`config.mk`:
```
export PLATFORM = sky130hd
export DESIGN_NAME = de1_soc_hps_master_stream_arbiter
export DESIGN_NICKNAME = d
export VERILOG_FILES = /design/src/rtl/de1_soc_hps_master_stream_arbiter.sv
export SDC_FILE = /design/constraint.sdc
export NUM_CORES = 1
export LEC_CHECK = 0
export BUFFER_PORTS_ARGS = -buffer_cell sky130_fd_sc_hd__buf_4
export CORE_MARGIN = 2
export CORE_UTILIZATION = 42
export DETAILED_ROUTE_END_ITERATION = 10
export PLACE_DENSITY = 0.79
export SYNTH_ARGS = -nofsm -noshare
export SYNTH_HDL_FRONTEND = slang
export SYNTH_SLANG_ARGS = --single-unit
export TNS_END_PERCENT = 1
```
`constraint.sdc`:
```
create_clock -name clk -period 2 [get_ports clk]
set_clock_uncertainty 0.1 [all_clocks]
set_input_delay 0.4 -clock clk [delete_from_list [all_inputs] [get_ports clk]]
set_output_delay 0.4 -clock clk [all_outputs]
set_load 0.01 [all_outputs]
```
`src/rtl/de1_soc_hps_master_stream_arbiter.sv`:
```
// Round-robin, packet-locked arbiter for the byte stream feeding the HPS master
// timing adapter; an idle watchdog reclaims the stream from a stalled owner.
module de1_soc_hps_master_stream_arbiter #(
    parameter int NUM_REQ      = 4,
    parameter int IDLE_TIMEOUT = 256,
    parameter int CNT_W        = 9
) (
    input  logic                   clk,
    input  logic                   reset,
    input  logic [NUM_REQ-1:0]     in_valid,
    input  logic [8*NUM_REQ-1:0]   in_data,
    input  logic [NUM_REQ-1:0]     in_sop,
    input  logic [NUM_REQ-1:0]     in_eop,
    output logic [NUM_REQ-1:0]     in_ready,
    output logic                   out_valid,
    output logic [7:0]             out_data,
    output logic                   out_sop,
    output logic                   out_eop,
    input  logic                   out_ready,
    output logic [NUM_REQ-1:0]     grant,
    output logic                   timeout_err
);
    localparam int               IDX_W    = $clog2(NUM_REQ);
    localparam logic [IDX_W:0]   NREQ     = (IDX_W+1)'(NUM_REQ);
    localparam logic [IDX_W-1:0] LAST_IDX = IDX_W'(NUM_REQ-1);
    localparam logic [CNT_W-1:0] WD_LAST  = (IDLE_TIMEOUT > 0) ? CNT_W'(IDLE_TIMEOUT-1) : '0;

    typedef enum logic {IDLE, BUSY} state_t;

    state_t             state_q, state_d;
    logic [NUM_REQ-1:0] grant_q, grant_d;
    logic [IDX_W-1:0]   owner_q, owner_d;
    logic [IDX_W-1:0]   rr_ptr_q, rr_ptr_d;
    logic [CNT_W-1:0]   wd_cnt_q, wd_cnt_d;
    logic               timeout_err_q, timeout_err_d;

    logic               sel_valid, sel_sop, sel_eop;
    logic [7:0]         sel_data;
    logic               found;
    logic [IDX_W-1:0]   pick;
    logic [IDX_W:0]     cand;
    logic [IDX_W-1:0]   rr_next;

    // Owner's stream, selected by the registered owner index.
    always_comb begin
        sel_valid = 1'b0;
        sel_data  = '0;
        sel_sop   = 1'b0;
        sel_eop   = 1'b0;
        for (int i = 0; i < NUM_REQ; i++) begin
            if (owner_q == IDX_W'(i)) begin
                sel_valid = in_valid[i];
                sel_data  = in_data[8*i +: 8];
                sel_sop   = in_sop[i];
                sel_eop   = in_eop[i];
            end
        end
    end

    // First valid requester at or after rr_ptr, wrapping modulo NUM_REQ.
    always_comb begin
        found = 1'b0;
        pick  = rr_ptr_q;
        cand  = '0;
        for (int k = 0; k < NUM_REQ; k++) begin
            cand = {1'b0, rr_ptr_q} + (IDX_W+1)'(k);
            if (cand >= NREQ) begin
                cand = cand - NREQ;
            end
            if (!found && in_valid[cand[IDX_W-1:0]]) begin
                found = 1'b1;
                pick  = cand[IDX_W-1:0];
            end
        end
    end

    assign rr_next = (owner_q == LAST_IDX) ? '0 : owner_q + 1'b1;

    always_comb begin
        state_d       = state_q;
        grant_d       = grant_q;
        owner_d       = owner_q;
        rr_ptr_d      = rr_ptr_q;
        wd_cnt_d      = wd_cnt_q;
        timeout_err_d = 1'b0;
        out_valid     = 1'b0;
        out_data      = '0;
        out_sop       = 1'b0;
        out_eop       = 1'b0;
        in_ready      = '0;
        case (state_q)
            IDLE: begin
                if (found) begin
                    state_d  = BUSY;
                    owner_d  = pick;
                    grant_d  = NUM_REQ'(1) << pick;
                    wd_cnt_d = '0;
                end
            end
            BUSY: begin
                out_valid = sel_valid;
                out_data  = sel_data;
                out_sop   = sel_sop;
                out_eop   = sel_eop;
                in_ready  = out_ready ? grant_q : '0;
                // An EOP transfer always releases first, so it beats a coincident timeout.
                if (sel_valid && out_ready && sel_eop) begin
                    state_d  = IDLE;
                    grant_d  = '0;
                    rr_ptr_d = rr_next;
                    wd_cnt_d = '0;
                end else if (IDLE_TIMEOUT > 0) begin
                    if (sel_valid) begin
                        wd_cnt_d = '0;
                    end else if (wd_cnt_q == WD_LAST) begin
                        state_d       = IDLE;
                        grant_d       = '0;
                        rr_ptr_d      = rr_next;
                        wd_cnt_d      = '0;
                        timeout_err_d = 1'b1;
                    end else begin
                        wd_cnt_d = wd_cnt_q + 1'b1;
                    end
                end
            end
            default: state_d = IDLE;
        endcase
    end

    always_ff @(posedge clk) begin
        if (reset) begin
            state_q       <= IDLE;
            grant_q       <= '0;
            owner_q       <= '0;
            rr_ptr_q      <= '0;
            wd_cnt_q      <= '0;
            timeout_err_q <= 1'b0;
        end else begin
            state_q       <= state_d;
            grant_q       <= grant_d;
            owner_q       <= owner_d;
            rr_ptr_q      <= rr_ptr_d;
            wd_cnt_q      <= wd_cnt_d;
            timeout_err_q <= timeout_err_d;
        end
    end

    assign grant       = grant_q;
    assign timeout_err = timeout_err_q;
endmodule
```
==> impl_metrics.tcl, run 1 <==
set metrics [dict create \
    whs_ns 0.260 \
    synth-seq-cells 19 \
    routed_wl_um 4380 \
    synthTopCellsByArea "dfxtp_1 26%, nor2b_1 9.4%, a21oi_1 5.8%" \
    cp_max_fo 7 \
    ys_warn_count 0 \
    async_reset_ff_share_pct 0 \
    synth-edff-count 0 \
    core_area_mm2 0.00334 \
    status "complete, but fails checks" \
    place_area_mm2 0.00215 \
    io-pin-count 67 \
    clk_latency_ns 0.31 \
    initial_core_util_pct 43.9 \
    die_w_um 63.1 \
    crit_path_end_kind "output port" \
    fillers 289 \
    syn-mean-instance-area_um2 7.48 \
    finalCriticalPeriod_ns 2.32 \
    cts_sinks 19 \
    synth_cell_types 40 \
    tritoncts "built" \
    clk_path_buf_depth 2 \
    r2r_cells 7 \
    dpl.hpwl_um 3310 \
    die_height_um 63.1 \
    gp_routability_congestion 0.883 \
    cp.required_ns 1.50 \
    period_share_pct 116 \
    rsz0062_at_grt "true" \
    slowest_delay_ns 0.40 \
    wl_per_cell_um 13.5 \
    postSynthCellCount 196 \
    rows 21 \
    yosysSeqAreaShare_pct 25.9 \
    synth_commonest_cells "22 x nor2b_1, 19 x dfxtp_1, 17 x a21oi_1, 17 x nand2_1, 13 x nor3_1" \
    setup_viol 17 \
    diodes 0 \
    multiInputGateArea_mm2 0.00112 \
    drv_slew 0 \
    fin_area_mm2 0.00230 \
    worst_slew_pin_slew_ns 0.577 \
    violations "negative setup slack" \
    drt_iter0_drc 93 \
    yosysTopAreaCell "dfxtp_1" \
    hold_buffers 0 \
    drv_cap 0 \
    crit_path_start_kind "flop" \
    ys.flop_type "dfxtp_1" \
    viasPerCell 5.44 \
    power_mw 1.02 \
    grt_pass1_wl_um 7160 \
    yosys.cell_count.top_type "nor2b_1" \
    htree_num_levels 1 \
    path_cells "inv_4, ha_4, nand3b_1, a211oi_4, and2_4, buf_6" \
    critPathSlowestCell "dfxtp_4" \
    synth_top_area_share_pct 25.9 \
    cts_root_buf "clkbuf_4" \
    clk_pin_slew_ns 0.11 \
    layout_setup_ws_ns -0.317 \
    grt_max_degree 20 \
    dr.pass1.iters 4 \
    drc 0 \
    dp.cells 319 \
    gr-usage-all-layers_pct 21.8 \
    post-route-util_pct 69.1 \
    overflow 0 \
    seq_area_um2 388 \
    numPortBuffers 66 \
    synthToLayoutAreaGrowth_pct 57.2 \
    slew_headroom_pct 61.3 \
    antenna_found_initial 0 \
    power_leakage_nw 1.01 \
    grt_pass1_vias 1666 \
    max_freq_ghz 0.432 \
    path_class "flop to output port" \
    ir_drop_mv 0.377 \
    vias 1768 \
    detail-route-antenna-nets 0 \
    fin_cells 325 \
    synth_area_mm2 0.00147 \
    cts_made_buffers 3 \
    syn_nets 248 \
    power.density_mw_per_mm2 443 \
    die_area_mm2 0.00398 \
    fin_nets 332 \
    arrival_ns 1.82 \
    drive_above_1_share_pct 42.3 \
    hold_depth 2 \
    holdCritPathClass "primary input to flop" \
    hold_viol 0 \
]
through the flow:
stage / setup TNS [ns] / setup WS, ns
6_report: -3.70 / -0.317
3_3_place_gp: -2.43 / -0.175
3_5_place_dp: -3.19 / -0.236
5_1_grt: -6.07 / -0.424
2_1_floorplan: -0.170 / -0.0524
4_1_cts: -3.84 / -0.326
layer usage:
metal	vias to the layer above	track usage [%]	wire length, um
li1	886	-	-
met1	809	25.5	1840
met2	70	40.3	2150
met3	3	3.57	357
met4	0	6.67	40
met5	-	0	0
worst max-delay path: cells and delay by family (launching register included):
kind | cells | cell delay, ns
simple gates | 2 | 0.42
buf+inv | 2 | 0.15
compound gates | 1 | 0.34
fa+ha+maj | 1 | 0.19
flops | 1 | 0.40
final timing paths:
| check | start | to | slack, ns |
|---|---|---|---|
| setup / recovery | owner_q[1] | out_valid | -0.32 |
| hold / removal | reset | wd_cnt_q[7] | 0.26 |
| setup reg to reg | owner_q[1] | wd_cnt_q[3] | -0.17 |
| hold reg to reg | wd_cnt_q[8] | wd_cnt_q[8] | 0.37 |
power breakdown:
group	internal, mW	leakage (nW)	total (mW)	switching, mW
Sequential	0.388	0.156	0.402	0.0140
Clock	0.0750	0.0177	0.206	0.131
Combinational	0.231	0.839	0.412	0.181
Total	0.694	1.01	1.02	0.326
kinds of logic (layout without fill, tap and decap cells):
| family | Yosys count | after routing | share of synthesized area [%] |
|---|---|---|---|
| buf+inv | 16 | 99 | 4.69 |
| compound gates | 54 | 54 | 24.5 |
| simple gates | 97 | 97 | 37.2 |
| flops | 19 | 19 | 25.9 |
| mux | 5 | 5 | 3.41 |
| fa+ha+maj | 5 | 5 | 4.27 |
state kept, by name, summed over array words and instances (netlist names):
name,flops
wd_cnt_q,9
grant,4
owner_q,2
rr_ptr_q,2
state_q,1
timeout_err,1
cell type report:
cell class,count,area share [%]
Clock buffer,3,0.977
Clock inverter,1,0.217
Inverter,5,1.03
Tap cell,46,2.50
Multi-Input combinational cell,161,48.8
Timing Repair Buffer,90,29.7
Sequential cell,19,16.8
cells in the final DEF (no fill, tap or decap), drive strengths merged, types with 7 or more instances in the layout:
cell type | synthesis | final
buf | 3 | 90
o21ai | 11 | 11
a221oi | 8 | 8
nor3 | 13 | 13
nor2b | 22 | 22
a211oi | 7 | 7
nor2 | 8 | 8
nand2 | 17 | 17
a21oi | 17 | 17
dfxtp | 19 | 19
repair_timing:
item / CTS / global route
gates resized for setup: 23 / 6
setup endpoints to repair: 26 / 25
pin swaps: 6 / 0
setup buffers: 1 / 0
cloned: 1 / 0
Note: power is estimated with default switching activity, not from simulation.
==> run 2, diff against run 1 <==
- clock period: 2 -> 2.1 ns (I/O delays scaled with it)
==> impl_metrics.tcl, run 2 (same netlist as run 1, synthesis figures left out) <==
set metrics [dict create \
    max_freq_ghz 0.426 \
    clk_path_buf_depth 2 \
    holdCritPathClass "primary input to flop" \
    antenna_found_initial 0 \
    drv_cap 0 \
    vias 1823 \
    diodes 0 \
    cp_max_fo 20 \
    worst_slew_pin_slew_ns 0.580 \
    wl_per_cell_um 13.8 \
    htree_num_levels 1 \
    regMostFlops "wd_cnt_q" \
    synthToLayoutAreaGrowth_pct 62.3 \
    io-pin-count 67 \
    power.density_mw_per_mm2 422 \
    arrival_ns 1.83 \
    wl_met1_um 1920 \
    violations "negative setup slack" \
    routed-wl-met3_um 354 \
    finalCriticalPeriod_ns 2.35 \
    cts_made_buffers 3 \
    final_common_cell "buf_4" \
    ir_drop_mv 0.404 \
    final_cell_mix "89 x buf_4, 21 x nor2b_1, 17 x a21oi_1, 17 x dfxtp_1, 16 x nand2_1" \
    die_area_mm2 0.00398 \
    rows 21 \
    clk_latency_ns 0.32 \
    fin_nets 336 \
    gp_routability_congestion 0.749 \
    grt_pass1_wl_um 7480 \
    crit_path_end_kind "output port" \
    cp.required_ns 1.58 \
    drv_slew 0 \
    highest_layer "met4" \
    clk_pin_slew_ns 0.11 \
    power_mw 1.00 \
    numPortBuffers 66 \
    dpl.hpwl_um 3270 \
    grt_max_degree 21 \
    setup_viol 19 \
    cts_root_buf "clkbuf_4" \
    grt_pass1_vias 1722 \
    finalSetupTns_ns -3.00 \
    layout_setup_ws_ns -0.250 \
    drive_above_1_share_pct 45.2 \
    hold_viol 0 \
    cts_sinks 19 \
    routed_wl_um 4530 \
    slew_headroom_pct 60.9 \
    tritoncts "built" \
    core_area_mm2 0.00334 \
    initial_core_util_pct 43.9 \
    drt_iter0_drc 121 \
    power_leakage_nw 1.04 \
    rsz0062_at_grt "true" \
    post-route-util_pct 71.3 \
    largest_reg_flops 9 \
    detail-route-antenna-nets 0 \
    die_w_um 63.1 \
    die_height_um 63.1 \
    gr-usage-all-layers_pct 22.9 \
    path_class "flop to output port" \
    whs_ns 0.277 \
    viasPerCell 5.54 \
    status "complete, but fails checks" \
    period_share_pct 112 \
    overflow 0 \
    hold_buffers 0 \
    dr.pass1.iters 5 \
    routed-wl-met2_um 2180 \
    drc 0 \
    crit_path_start_kind "flop" \
]
-- run 2: layout make-up --
class | count | area [um^2]
clock inverter | 1 | 5.00
tap | 46 | 57.6
inverter | 5 | 23.8
multi-input combinational | 161 | 1150
fill | 278 | 957
clock buffer | 3 | 22.5
timing repair buffer | 94 | 733
sequential | 19 | 388
-- run 2: repair_timing --
| item | 4_1_cts | 5_1_grt |
|---|---|---|
| pin swaps | 10 | 5 |
| resized for setup | 37 | 7 |
| setup endpoints to repair | 25 | 26 |
| buffers inserted | 3 | 2 |
-- run 2: metal layers --
layer / vias to the layer above / GRT usage [%]
met1: 844 / 26.4
met2: 75 / 41.6
met4: 0 / 9.17
li1: 895 / -
met3: 9 / 3.93
met5: - / 0
-- run 2: power breakdown --
group | internal [mW] | leakage, nW | total [mW] | switching, mW
clock | 0.0715 | 0.0177 | 0.198 | 0.126
combinational | 0.242 | 0.867 | 0.423 | 0.181
sequential | 0.370 | 0.156 | 0.384 | 0.0138
total | 0.684 | 1.04 | 1.00 | 0.321
-- run 2: critical path, cell delays in order, from the launching register on --
cell and delay, ns:
dfxtp_4 0.41, inv_4 0.05, ha_4 0.17, buf_12 0.15, nor3b_2 0.16, a211oi_2 0.21, buf_4 0.15, and2_4 0.13
buf_6 0.09
-- run 2: per-stage QoR --
stage | setup slack [ns] | instances | instance area (um^2)
5_1_grt | -0.338 | 329 | 2380
3_3_place_gp | -0.203 | 320 | 2140
2_1_floorplan | -0.0445 | 196 | 1470
4_1_cts | -0.216 | 327 | 2340
3_5_place_dp | -0.249 | 320 | 2140
6_report | -0.250 | 329 | 2380
-- run 2: final timing paths --
check | endpoint | slack, ns | cells after the start | start
setup reg to reg | rr_ptr_q[0] | -0.12 | 9 | owner_q[0]
hold / removal | owner_q[1] | 0.28 | 2 | reset
setup / recovery | out_eop | -0.25 | 8 | owner_q[0]
hold reg to reg | grant[1] | 0.38 | 2 | grant[1]
